`src/rtl/updown_sweep_ctrl.sv`:
```
// Triangle-sweep sequencer for an external free-running WIDTH-bit up/down counter.
// Optional build macro COUNT_CHECK_EN adds a sticky step-consistency check (count_fault).
module updown_sweep_ctrl #(
    parameter int WIDTH   = 4,
    parameter int SWEEP_W = 8
) (
    input  logic               Clk,
    input  logic               reset,
    input  logic               start,
    input  logic               abort,
    input  logic [WIDTH-1:0]   lo_lim,
    input  logic [WIDTH-1:0]   hi_lim,
    input  logic [SWEEP_W-1:0] num_sweeps,
    input  logic [WIDTH-1:0]   ctr_count,
    output logic               ctr_reset,
    output logic               ctr_UpOrDown,
    output logic               busy,
    output logic               done,
    output logic               cfg_err,
    output logic               aborted,
    output logic [SWEEP_W-1:0] sweep_cnt,
    output logic               count_fault
);

    typedef enum logic [2:0] {
        S_IDLE    = 3'd0,
        S_PRELOAD = 3'd1,
        S_UP      = 3'd2,
        S_DOWN    = 3'd3,
        S_DONE    = 3'd4
    } state_t;

    state_t             r_state;
    state_t             w_next;
    logic [WIDTH-1:0]   r_lo;
    logic [WIDTH-1:0]   r_hi;
    logic [SWEEP_W-1:0] r_n;
    logic [SWEEP_W-1:0] r_sweep_cnt;
    logic               r_cfg_err;
    logic               r_aborted;
    logic               w_busy;
    logic               w_accept;
    logic               w_abort;
    logic               w_sweep_end;
    logic [SWEEP_W-1:0] w_sweep_inc;

    assign w_busy      = (r_state == S_PRELOAD) || (r_state == S_UP) || (r_state == S_DOWN);
    assign w_accept    = (r_state == S_IDLE) && start;
    assign w_abort     = w_busy && abort;
    assign w_sweep_inc = r_sweep_cnt + 1'b1;
    assign w_sweep_end = (r_state == S_DOWN) && (ctr_count == r_lo) && !abort;

    // The counter has no enable, so direction must be valid every cycle it is out of reset.
    always_comb begin
        // NOTE: every signal driven here gets a default first, so no latch can be inferred.
        w_next       = r_state;
        ctr_reset    = 1'b0;
        ctr_UpOrDown = 1'b1;
        case (r_state)
            S_IDLE: begin
                ctr_reset = 1'b1;
                if (start) begin
                    if ((lo_lim >= hi_lim) || (num_sweeps == '0)) w_next = S_DONE;
                    else                                          w_next = S_PRELOAD;
                end
            end
            S_PRELOAD: begin
                if (ctr_count == r_lo) w_next = S_UP;
            end
            S_UP: begin
                if (ctr_count == r_hi) begin
                    ctr_UpOrDown = 1'b0;
                    w_next       = S_DOWN;
                end
            end
            S_DOWN: begin
                if (ctr_count != r_lo) begin
                    ctr_UpOrDown = 1'b0;
                end else if (w_sweep_inc == r_n) begin
                    ctr_UpOrDown = 1'b0;
                    w_next       = S_DONE;
                end else begin
                    w_next = S_UP;
                end
            end
            S_DONE: begin
                ctr_reset = 1'b1;
                w_next    = S_IDLE;
            end
            default: begin
                ctr_reset = 1'b1;
                w_next    = S_IDLE;
            end
        endcase
        // Abort and controller reset both park the counter on the very next edge.
        if (w_abort) begin
            ctr_reset = 1'b1;
            w_next    = S_IDLE;
        end
        if (reset) ctr_reset = 1'b1;
    end

    always_ff @(posedge Clk) begin
        // NOTE: state registers use non-blocking assignments so all flops update together.
        if (reset) begin
            r_state     <= S_IDLE;
            r_lo        <= '0;
            r_hi        <= '0;
            r_n         <= '0;
            r_sweep_cnt <= '0;
            r_cfg_err   <= 1'b0;
            r_aborted   <= 1'b0;
        end else begin
            r_state <= w_next;
            if (w_accept) begin
                r_lo        <= lo_lim;
                r_hi        <= hi_lim;
                r_n         <= num_sweeps;
                r_sweep_cnt <= '0;
                r_cfg_err   <= (lo_lim >= hi_lim);
                r_aborted   <= 1'b0;
            end
            if (w_abort)     r_aborted   <= 1'b1;
            if (w_sweep_end) r_sweep_cnt <= w_sweep_inc;
        end
    end

    assign busy      = w_busy;
    assign done      = (r_state == S_DONE);
    assign cfg_err   = r_cfg_err;
    assign aborted   = r_aborted;
    assign sweep_cnt = r_sweep_cnt;

`ifdef COUNT_CHECK_EN
    logic [WIDTH-1:0] r_prev_count;
    logic             r_prev_dir;
    logic             r_prev_valid;
    logic             r_count_fault;
    logic [WIDTH-1:0] w_expect;

    // The previous sample is only trusted if the counter was stepping (not reset) on that edge.
    assign w_expect = r_prev_dir ? (r_prev_count + 1'b1) : (r_prev_count - 1'b1);

    always_ff @(posedge Clk) begin
        if (reset) begin
            r_prev_count  <= '0;
            r_prev_dir    <= 1'b1;
            r_prev_valid  <= 1'b0;
            r_count_fault <= 1'b0;
        end else begin
            r_prev_count <= ctr_count;
            r_prev_dir   <= ctr_UpOrDown;
            r_prev_valid <= w_busy && !abort;
            if (w_accept)
                r_count_fault <= 1'b0;
            else if (w_busy && r_prev_valid && (ctr_count != w_expect))
                r_count_fault <= 1'b1;
        end
    end

    assign count_fault = r_count_fault;
`else
    assign count_fault = 1'b0;
`endif

endmodule

```
`config.mk`:
```
export PLATFORM = sky130hd
export DESIGN_NAME = updown_sweep_ctrl
export DESIGN_NICKNAME = d
export VERILOG_FILES = /design/src/rtl/updown_sweep_ctrl.sv
export SDC_FILE = /design/constraint.sdc
export NUM_CORES = 1
export LEC_CHECK = 0
export BUFFER_PORTS_ARGS = -buffer_cell sky130_fd_sc_hd__buf_2
export CORE_ASPECT_RATIO = 0.5
export CORE_MARGIN = 2
export CORE_UTILIZATION = 47
export DETAILED_ROUTE_END_ITERATION = 8
export PLACE_DENSITY = 0.74
export SLEW_MARGIN = 5
export SYNTH_ARGS = -nofsm -noshare
export SYNTH_HDL_FRONTEND = slang
export SYNTH_SLANG_ARGS = --single-unit
```
`constraint.sdc`:
```
create_clock -name Clk -period 1.8 [get_ports Clk]
set_clock_uncertainty 0.2 [all_clocks]
set_input_delay 0.09 -clock Clk [delete_from_list [all_inputs] [get_ports Clk]]
set_output_delay 0.09 -clock Clk [all_outputs]
set_load 0.02 [all_outputs]
```
==> results of run 1 <==
==> synth_stat cells (2+ instances only) <==
library cell   n  share of area (%)
nand2b_1       4                1.5
nor3_1         2               0.60
nor3b_1        2               0.90
nor4_1         2               0.75
nand4_1        2               0.75
nor2b_1        3                1.1
xor2_1         7                3.7
nor2_1        18                4.1
dfxtp_1       29                 35
clkbuf_1       4               0.90
inv_1          7                1.6
and2_1         3                1.1
o21ai_0        8                2.4
buf_2          2               0.60
a21oi_1       30                9.0
o211ai_1       2               0.90
xnor2_1       10                5.3
ha_1           5                3.8
nand2_1       41                9.3
nand3_1        4                1.2
==> flip-flops by register name (all words and copies together) (netlist names) <==
signal,flops
r_lo,4
r_n,8
aborted,1
r_state,3
sweep_cnt,8
cfg_err,1
r_hi,4
==> per-layer routing <==
| layer | track usage [%] | vias up | part of all wire [%] | wire, um |
|---|---|---|---|---|
| li1 | - | 908 | - | - |
| met1 | 33.8 | 878 | 44 | 2280 |
| met2 | 47.4 | 62 | 49 | 2550 |
| met3 | 9.60 | 9 | 6.1 | 318 |
| met4 | 10.0 | 0 | 1.7 | 91 |
| met5 | 0 | - | 0 | 0 |
==> area by class of cell <==
type                            instances  share of cell area (%)
Clock buffer                            8                    3.55
Timing Repair Buffer                   88                    25.2
Multi-Input combinational cell        168                    44.2
Tap cell                               51                    2.52
Sequential cell                        29                    23.5
Inverter                                7                    1.04
==> cell families (layout without fill, tap and decap cells) <==
family          count (synthesis)  after routing  share of synthesized area, %
xor+xnor                       17             17                          8.96
simple gates                   90             90                          27.2
fa+ha+maj                       5              5                          3.77
compound gates                 55             55                          20.0
flops                          29             29                          34.9
other cells                     1              1                         0.226
buf+inv                        16            103                          4.97
==> power by group through the flow <==
stage                     clock [mW]  combinational (mW)  sequential, mW
after floorplan                    0               0.181           0.707
final                          0.582               0.344           0.696
after CTS                      0.579               0.317           0.695
after detailed placement           0               0.279           0.708
after global placement             0               0.272           0.707
after global routing           0.617               0.375           0.699
==> repair_timing <==
action                     in CTS  in global routing
setup buffers                   7                  3
hold buffers                   18                  0
pin swaps                       9                 14
setup endpoints to repair      10                 12
resized for setup              12                 19
hold endpoints to repair       18                  0
==> how the worst min path moves through the flow <==
stage                             start            to  cells after the start
after floorplan               lo_lim[2]       r_lo[2]                      2
after global placement    num_sweeps[0]        r_n[0]                      3
after detailed placement  num_sweeps[1]        r_n[1]                      3
after CTS                         reset       aborted                      2
after global routing              reset  sweep_cnt[0]                      2
final                             reset  sweep_cnt[0]                      2
==> stage by stage <==
stage	hold WS, ns	TNS [ns]
final	0.0953	-1.20
after global placement	0.143	-0.0301
after detailed placement	0.149	-0.409
after floorplan	0.0184	-0.000596
after CTS	0.0750	-0.768
after global routing	0.122	-2.18
==> worst max-delay path, stage by stage, from the launching register on <==
cell and delay, ns:
dfxtp_4 0.37, ha_4 0.15, and3_4 0.22, nand3_2 0.11, xnor2_2 0.19, o2111a_2 0.25, o21ai_2 0.07, buf_6 0.13
==> impl_metrics.ini, run 1 <==
[worst_setup_path]
reg2reg_to = r_state[2]
worst_setup_path_startpoint = sweep_cnt[1]
start_kind = flop
ff2ff_setup_slack_ns = -0.21
cp_max_fo = 5
arrival_ns = 1.78
cp-end-kind = output port
reg2reg_depth = 9
worstPathRequired_ns = 1.51
endpoint = ctr_UpOrDown
rr_startpoint = sweep_cnt[1]
path_class = flop to output port

[clock_network]
cts_root_buf = clkbuf_8
insertion_delay_ns = 0.29
clock_sinks = 29
cts_buffers = 5
cts_max_path_buffers = 2
htreeDepth = 2
cts_tree = yes
clk_transition_reported_paths_ns = 0.06

[synthesis]
async_reset_ff_share_pct = 0
yosys_most_used_dff = dfxtp_1
avgSynthCellArea_sq_um = 7.80
synth_edf_count = 0
synth-seq-cells = 29
ys_warn_count = 0
synth_nets = 242
syn_area_sq_um = 1660
yosysSeqAreaShare_pct = 34.9
postSynthCellCount = 213
synth_cell_type_count = 48

[finish]
post-route-util_pct = 74.2
layout.nets = 328
area_delta_synth_final_pct = 52.6
fillers = 235
n_antenna_cell = 0
layoutNonFillerInstCount = 351
final_cell_area_sq_um = 2540
seq_area_sq_um = 597
multi_input_area_sq_um = 1120
layout_commonest_cell = nand2_1
drive_gt1_share_pct = 36.7
final_cell_mix = 40 x nand2_1, 36 x buf_2, 29 x buf_4

[power]
p_total_mw = 1.62
vdd_drop_max_mv = 0.512
clkPwrFrac_pct = 35.9
power.share.switching_pct = 29.9
power.density_nw_per_um2 = 640
p_leak_nw = 1.08
power.internal_mw = 1.14
seqPwrFrac_pct = 42.9
p_comb_share_pct = 21.2
power_switching_mw = 0.485

[place]
gp_congestion = 0.885
place_area_sq_um = 2080
io_buffers = 37
place_hpwl_um = 3210
placed_cells = 315
dp_slack_ns = -0.0836

[global_route]
grt_pass1_vias = 1769
grt_max_degree = 30
grt_pass1_wl_um = 8380
overflow = 0
antenna_found_initial = 0
grtUsageTotal_pct = 28.0

[drt]
num_vias = 1857
dr.pass1.iters = 4
drt_iter0_drc = 113
postRouteAntennaNets = 0
wirelength_um = 5250
viasPerCell = 5.29
drc = 0
wire_per_inst_um = 14.9

[outcome]
status = finished, violations left
violations = negative setup slack

[die]
coreArea_sq_um = 3420
dieArea_sq_um = 4060
rows = 15
initial_core_util_pct = 48.6
fp.dieH_um = 46.0
dieWidth_um = 88.1
io_pins = 39

[timing]
worst_slack_ns = -0.272
fmax_mhz = 483
slew_viol_final = 0
rsz0062_at_grt = yes
worstMarginPinSlew_ns = 0.581
finalSetupViolCount = 11
hold_viol = 0
finalCritPeriodShare_pct = 115
period_minus_slack_ns = 2.07
slew_headroom_pct = 61.3

[run]
cap_violations = 0

[worst_hold_path]
holdCritPathClass = primary input to flop
No activity file was read; power rests on OpenSTA's default activity.
==> run 2, diff against run 1 <==
Settings changed: CORE_UTILIZATION 47 to 44, PLACE_DENSITY 0.74 to 0.7.
==> impl_metrics.ini, run 2 (synthesis results as in run 1) <==
[outcome]
status = finished, violations left
violations = negative setup slack

[worst_setup_path]
cp.depth = 6
crit_buf_inv = 1
cp-end-kind = output port
reg2reg_to = r_state[1]
worst_setup_path_startpoint = sweep_cnt[0]
crit_slowest_cell = dfxtp_4
crit_chain = and4_4 > nand4_1 > o311ai_2 > o2111a_2 > o21ai_2 > buf_6
start_kind = flop
critPathTopFamily = compound AO/OA/AOI/OAI gates
arrival_ns = 1.81
worstPathRequired_ns = 1.51
rr_startpoint = sweep_cnt[0]
path_class = flop to output port
cp_max_fo = 3
ff2ff_setup_slack_ns = -0.27
reg2reg_depth = 8
cp_slowest_stage_delay_ns = 0.38

[global_route]
grt_max_degree = 30
overflow = 0
grtUsageTotal_pct = 23.5
grt_pass1_vias = 1730
antenna_found_initial = 0
grt_pass1_wl_um = 7760

[worst_hold_path]
worstHoldStart = start
holdCritPathClass = primary input to flop
hold_path_end = r_state[0]
hold-path-cell-count = 4

[place]
place_area_sq_um = 2110
gp_congestion = 0.894
place_hpwl_um = 3280
dp_slack_ns = -0.102
io_buffers = 37
placed_cells = 319

[timing]
whs_ns = 0.0408
worst_slack_ns = -0.301
rsz0062_at_grt = yes
finalSetupViolCount = 7
slew_viol_final = 0
period_minus_slack_ns = 2.10
finalCritPeriodShare_pct = 117
worstMarginPinSlew_ns = 0.576
slew_headroom_pct = 61.6
fmax_mhz = 476
hold_viol = 0

[clock_network]
cts_buffers = 5
clk_transition_reported_paths_ns = 0.07
insertion_delay_ns = 0.28
clock_sinks = 29
htreeDepth = 2
cts_max_path_buffers = 2
cts_tree = yes
cts_root_buf = clkbuf_8

[drt]
wire_per_inst_um = 13.9
drc = 0
wirelength_um = 4920
num_vias = 1836
dr.pass1.iters = 4
drt_iter0_drc = 103
viasPerCell = 5.20
postRouteAntennaNets = 0

[finish]
drive_gt1_share_pct = 38.1
multi_input_area_sq_um = 1130
fillers = 266
layout_commonest_cell = nand2_1
final_cell_mix = 41 x nand2_1, 36 x buf_2, 27 x buf_4
final_cell_area_sq_um = 2570
seq_area_sq_um = 598
layout.nets = 330
n_antenna_cell = 0
area_delta_synth_final_pct = 54.6
layoutNonFillerInstCount = 353

[die]
fp.dieH_um = 47.5
io_pins = 39
dieArea_sq_um = 4310
dieWidth_um = 90.9
initial_core_util_pct = 47.1
rows = 15
coreArea_sq_um = 3530

[power]
p_total_mw = 1.54
p_leak_nw = 1.08
power.density_nw_per_um2 = 599
vdd_drop_max_mv = 0.443

[run]
cap_violations = 0
## run 2: changes by cell type in the layout (fill, tap and decap cells not counted), moves of 2 or more
cell and delta:
nor2_4 +2, clkbuf_1 -2, buf_6 +6, clkinv_1 +2
buf_4 -2
## run 2: per-stage QoR
stage / utilization (%) / TNS [ns]
global route: 72.8 / -1.86
detailed placement: 59.9 / -0.505
CTS: 70.1 / -0.945
global placement: 59.9 / -0.114
floorplan: - / -0.000596
finish: 72.8 / -1.00
## run 2: worst max-delay path by stage
stage,end
after global placement,r_state[1]
after detailed placement,sweep_cnt[3]
after global routing,ctr_UpOrDown
after CTS,ctr_UpOrDown
after floorplan,sweep_cnt[6]
final,ctr_UpOrDown
## run 2: repair_timing
| action | CTS | global route |
|---|---|---|
| endpoints found under the setup margin | 10 | 12 |
| pin swaps | 11 | 18 |
| endpoints found under the hold margin | 17 | 0 |
| hold buffers | 17 | 0 |
| gates resized for setup | 15 | 26 |
| buffers inserted | 8 | 4 |
## run 2: layout make-up
cell class	count	area share, %
Clock buffer	5	2.68
Clock inverter	3	0.487
Inverter	7	1.02
Multi-Input combinational cell	168	44.1
Sequential cell	29	23.3
Tap cell	51	2.48
Timing Repair Buffer	90	25.9
## run 2: metal layers
metal	track usage, %	share of wire (%)
met2	44.2	49
met5	0	0
met1	28.4	46
met4	7.58	1.3
met3	5.35	4.1
## run 2: worst reg2reg max path: cells and delay by family (launching register included)
family	cells	cell delay, ns
AO/OA/AOI/OAI	3	0.75
AND/OR/NAND/NOR	3	0.42
flip-flops	1	0.38
buffers and inverters	2	0.21
## run 2: power breakdown
group          leakage [nW]  switching [mW]  internal, mW
registers             0.241          0.0275         0.670
logic                 0.797           0.180         0.161
clock network        0.0430           0.241         0.259
total                  1.08           0.449          1.09
==> run 3, diff against run 2 <==
Settings changed: PLACE_DENSITY 0.7 to 0.76.
==> impl_metrics.ini, run 3 (synthesis results as in run 1) <==
[clock_network]
insertion_delay_ns = 0.29
clk_transition_reported_paths_ns = 0.07
cts_root_buf = clkbuf_8
htreeDepth = 2
cts_max_path_buffers = 2
cts_tree = yes
clock_sinks = 29
cts_buffers = 5

[die]
dieArea_sq_um = 4310
coreArea_sq_um = 3530
io_pins = 39
dieWidth_um = 90.9
initial_core_util_pct = 47.1
fp.dieH_um = 47.5
rows = 15

[global_route]
overflow = 0
grt_pass1_vias = 1726
grtUsageTotal_pct = 24.1
antenna_found_initial = 0
grt_pass1_wl_um = 7860
grt_max_degree = 30

[power]
p_comb_share_pct = 20.0
p_leak_nw = 1.06
seqPwrFrac_pct = 40.4
p_total_mw = 1.73
power.density_nw_per_um2 = 685
vdd_drop_max_mv = 0.503
clkPwrFrac_pct = 39.6
power.share.switching_pct = 28.0
power_switching_mw = 0.484
power.internal_mw = 1.24

[timing]
period_minus_slack_ns = 2.08
slew_headroom_pct = 62.7
rsz0062_at_grt = yes
fmax_mhz = 482
hold_viol = 0
slew_viol_final = 0
finalCritPeriodShare_pct = 115
whs_ns = 0.0400
finalSetupViolCount = 9
worstMarginPinSlew_ns = 0.559
worst_slack_ns = -0.275

[worst_setup_path]
reg2reg_to = r_state[1]
crit_slowest_cell = dfxtp_4
endpoint = ctr_UpOrDown
path_class = flop to output port
crit_chain = ha_4 > and3_4 > nand3_4 > xnor2_2 > o2111a_2 > o21ai_2 > buf_6
critPathTopFamily = flip-flops
worst_setup_path_startpoint = sweep_cnt[0]
ff2ff_setup_slack_ns = -0.15
worstPathRequired_ns = 1.51
start_kind = flop
rr_startpoint = sweep_cnt[0]
crit_buf_inv = 1
cp-end-kind = output port
cp_max_fo = 4
reg2reg_depth = 8
arrival_ns = 1.79
cp.depth = 7
cp_slowest_stage_delay_ns = 0.37

[finish]
n_antenna_cell = 0
layout_commonest_cell = nand2_1
fillers = 251
seq_area_sq_um = 598
drive_gt1_share_pct = 36.5
final_cell_mix = 40 x nand2_1, 36 x buf_2, 27 x buf_4
layout.nets = 324
multi_input_area_sq_um = 1120
area_delta_synth_final_pct = 51.6

[drt]
wire_per_inst_um = 15.0
dr.pass1.iters = 4
drc = 0
num_vias = 1928
postRouteAntennaNets = 0
drt_iter0_drc = 151
viasPerCell = 5.56
wirelength_um = 5220

[place]
io_buffers = 37
place_hpwl_um = 3270
dp_slack_ns = -0.0887
gp_congestion = 0.883

[worst_hold_path]
holdCritPathClass = primary input to flop

[outcome]
violations = negative setup slack
status = finished, violations left

[run]
cap_violations = 0
run 3: changes by cell type in the layout (fill, tap and decap cells not counted), sizes merged:
cell      before  now
buf           73   67
bufinv         0    1
clkinv         3    1
clkinvlp       0    1
run 3: timing repair:
item / CTS / global route
endpoints found under the hold margin: 18 / 0
setup endpoints to repair: 11 / 11
buffers inserted: 6 / 1
hold buffers: 17 / 0
gates resized for setup: 12 / 13
pin swaps: 10 / 8
run 3: power by group through the flow:
stage	clock [mW]	combinational, mW	sequential (mW)
final	0.683	0.346	0.697
after global routing	0.727	0.375	0.699
after CTS	0.700	0.318	0.693
after detailed placement	0	0.283	0.707
after global placement	0	0.277	0.706
after floorplan	0	0.181	0.707
run 3: stage by stage:
step	setup TNS (ns)	instance area, sq um	std cells	utilization (%)
floorplan	-0.000596	1720	213	-
global placement	-0.0708	2090	316	59.3
detailed placement	-0.444	2090	316	59.3
CTS	-0.562	2440	346	69.3
global route	-1.58	2520	347	71.4
finish	-0.808	2520	347	71.4
run 3: how the worst min path moves through the flow:
stage,startpoint,endpoint,slack [ns],depth (start not counted)
6_report,start,r_state[0],0.04,4
5_1_grt,start,r_state[0],0.07,4
4_1_cts,start,r_state[0],0.03,4
3_5_place_dp,num_sweeps[3],r_n[3],0.15,3
3_3_place_gp,num_sweeps[3],r_n[3],0.15,3
2_1_floorplan,lo_lim[2],r_lo[2],0.02,2
run 3: worst register-to-register path, delay by kind of cell (launching register included):
family	cells	cell delay [ns]
adder cells (fa/ha/maj)	1	0.15
XOR/XNOR	1	0.19
buffers and inverters	1	0.11
flip-flops	1	0.37
AO/OA/AOI/OAI	2	0.45
AND/OR/NAND/NOR	3	0.38
run 3: per-layer routing:
metal / wire length, um / global-route usage (%) / vias up / part of all wire [%]
met5: 0 / 0 / - / 0
met4: 246 / 11.2 / 0 / 4.7
met3: 337 / 5.04 / 31 / 6.5
met2: 2500 / 45.5 / 87 / 48
met1: 2130 / 28.1 / 914 / 41
li1: - / - / 896 / -
run 3: final cells by class:
type                    count  area share, %
multi-input cells         168           44.4
clock inverters             3           1.84
inverters                   7           1.04
flip-flops and latches     29           23.7
clock buffers               5           2.73
well taps                  51           2.53
repair buffers             84           23.7
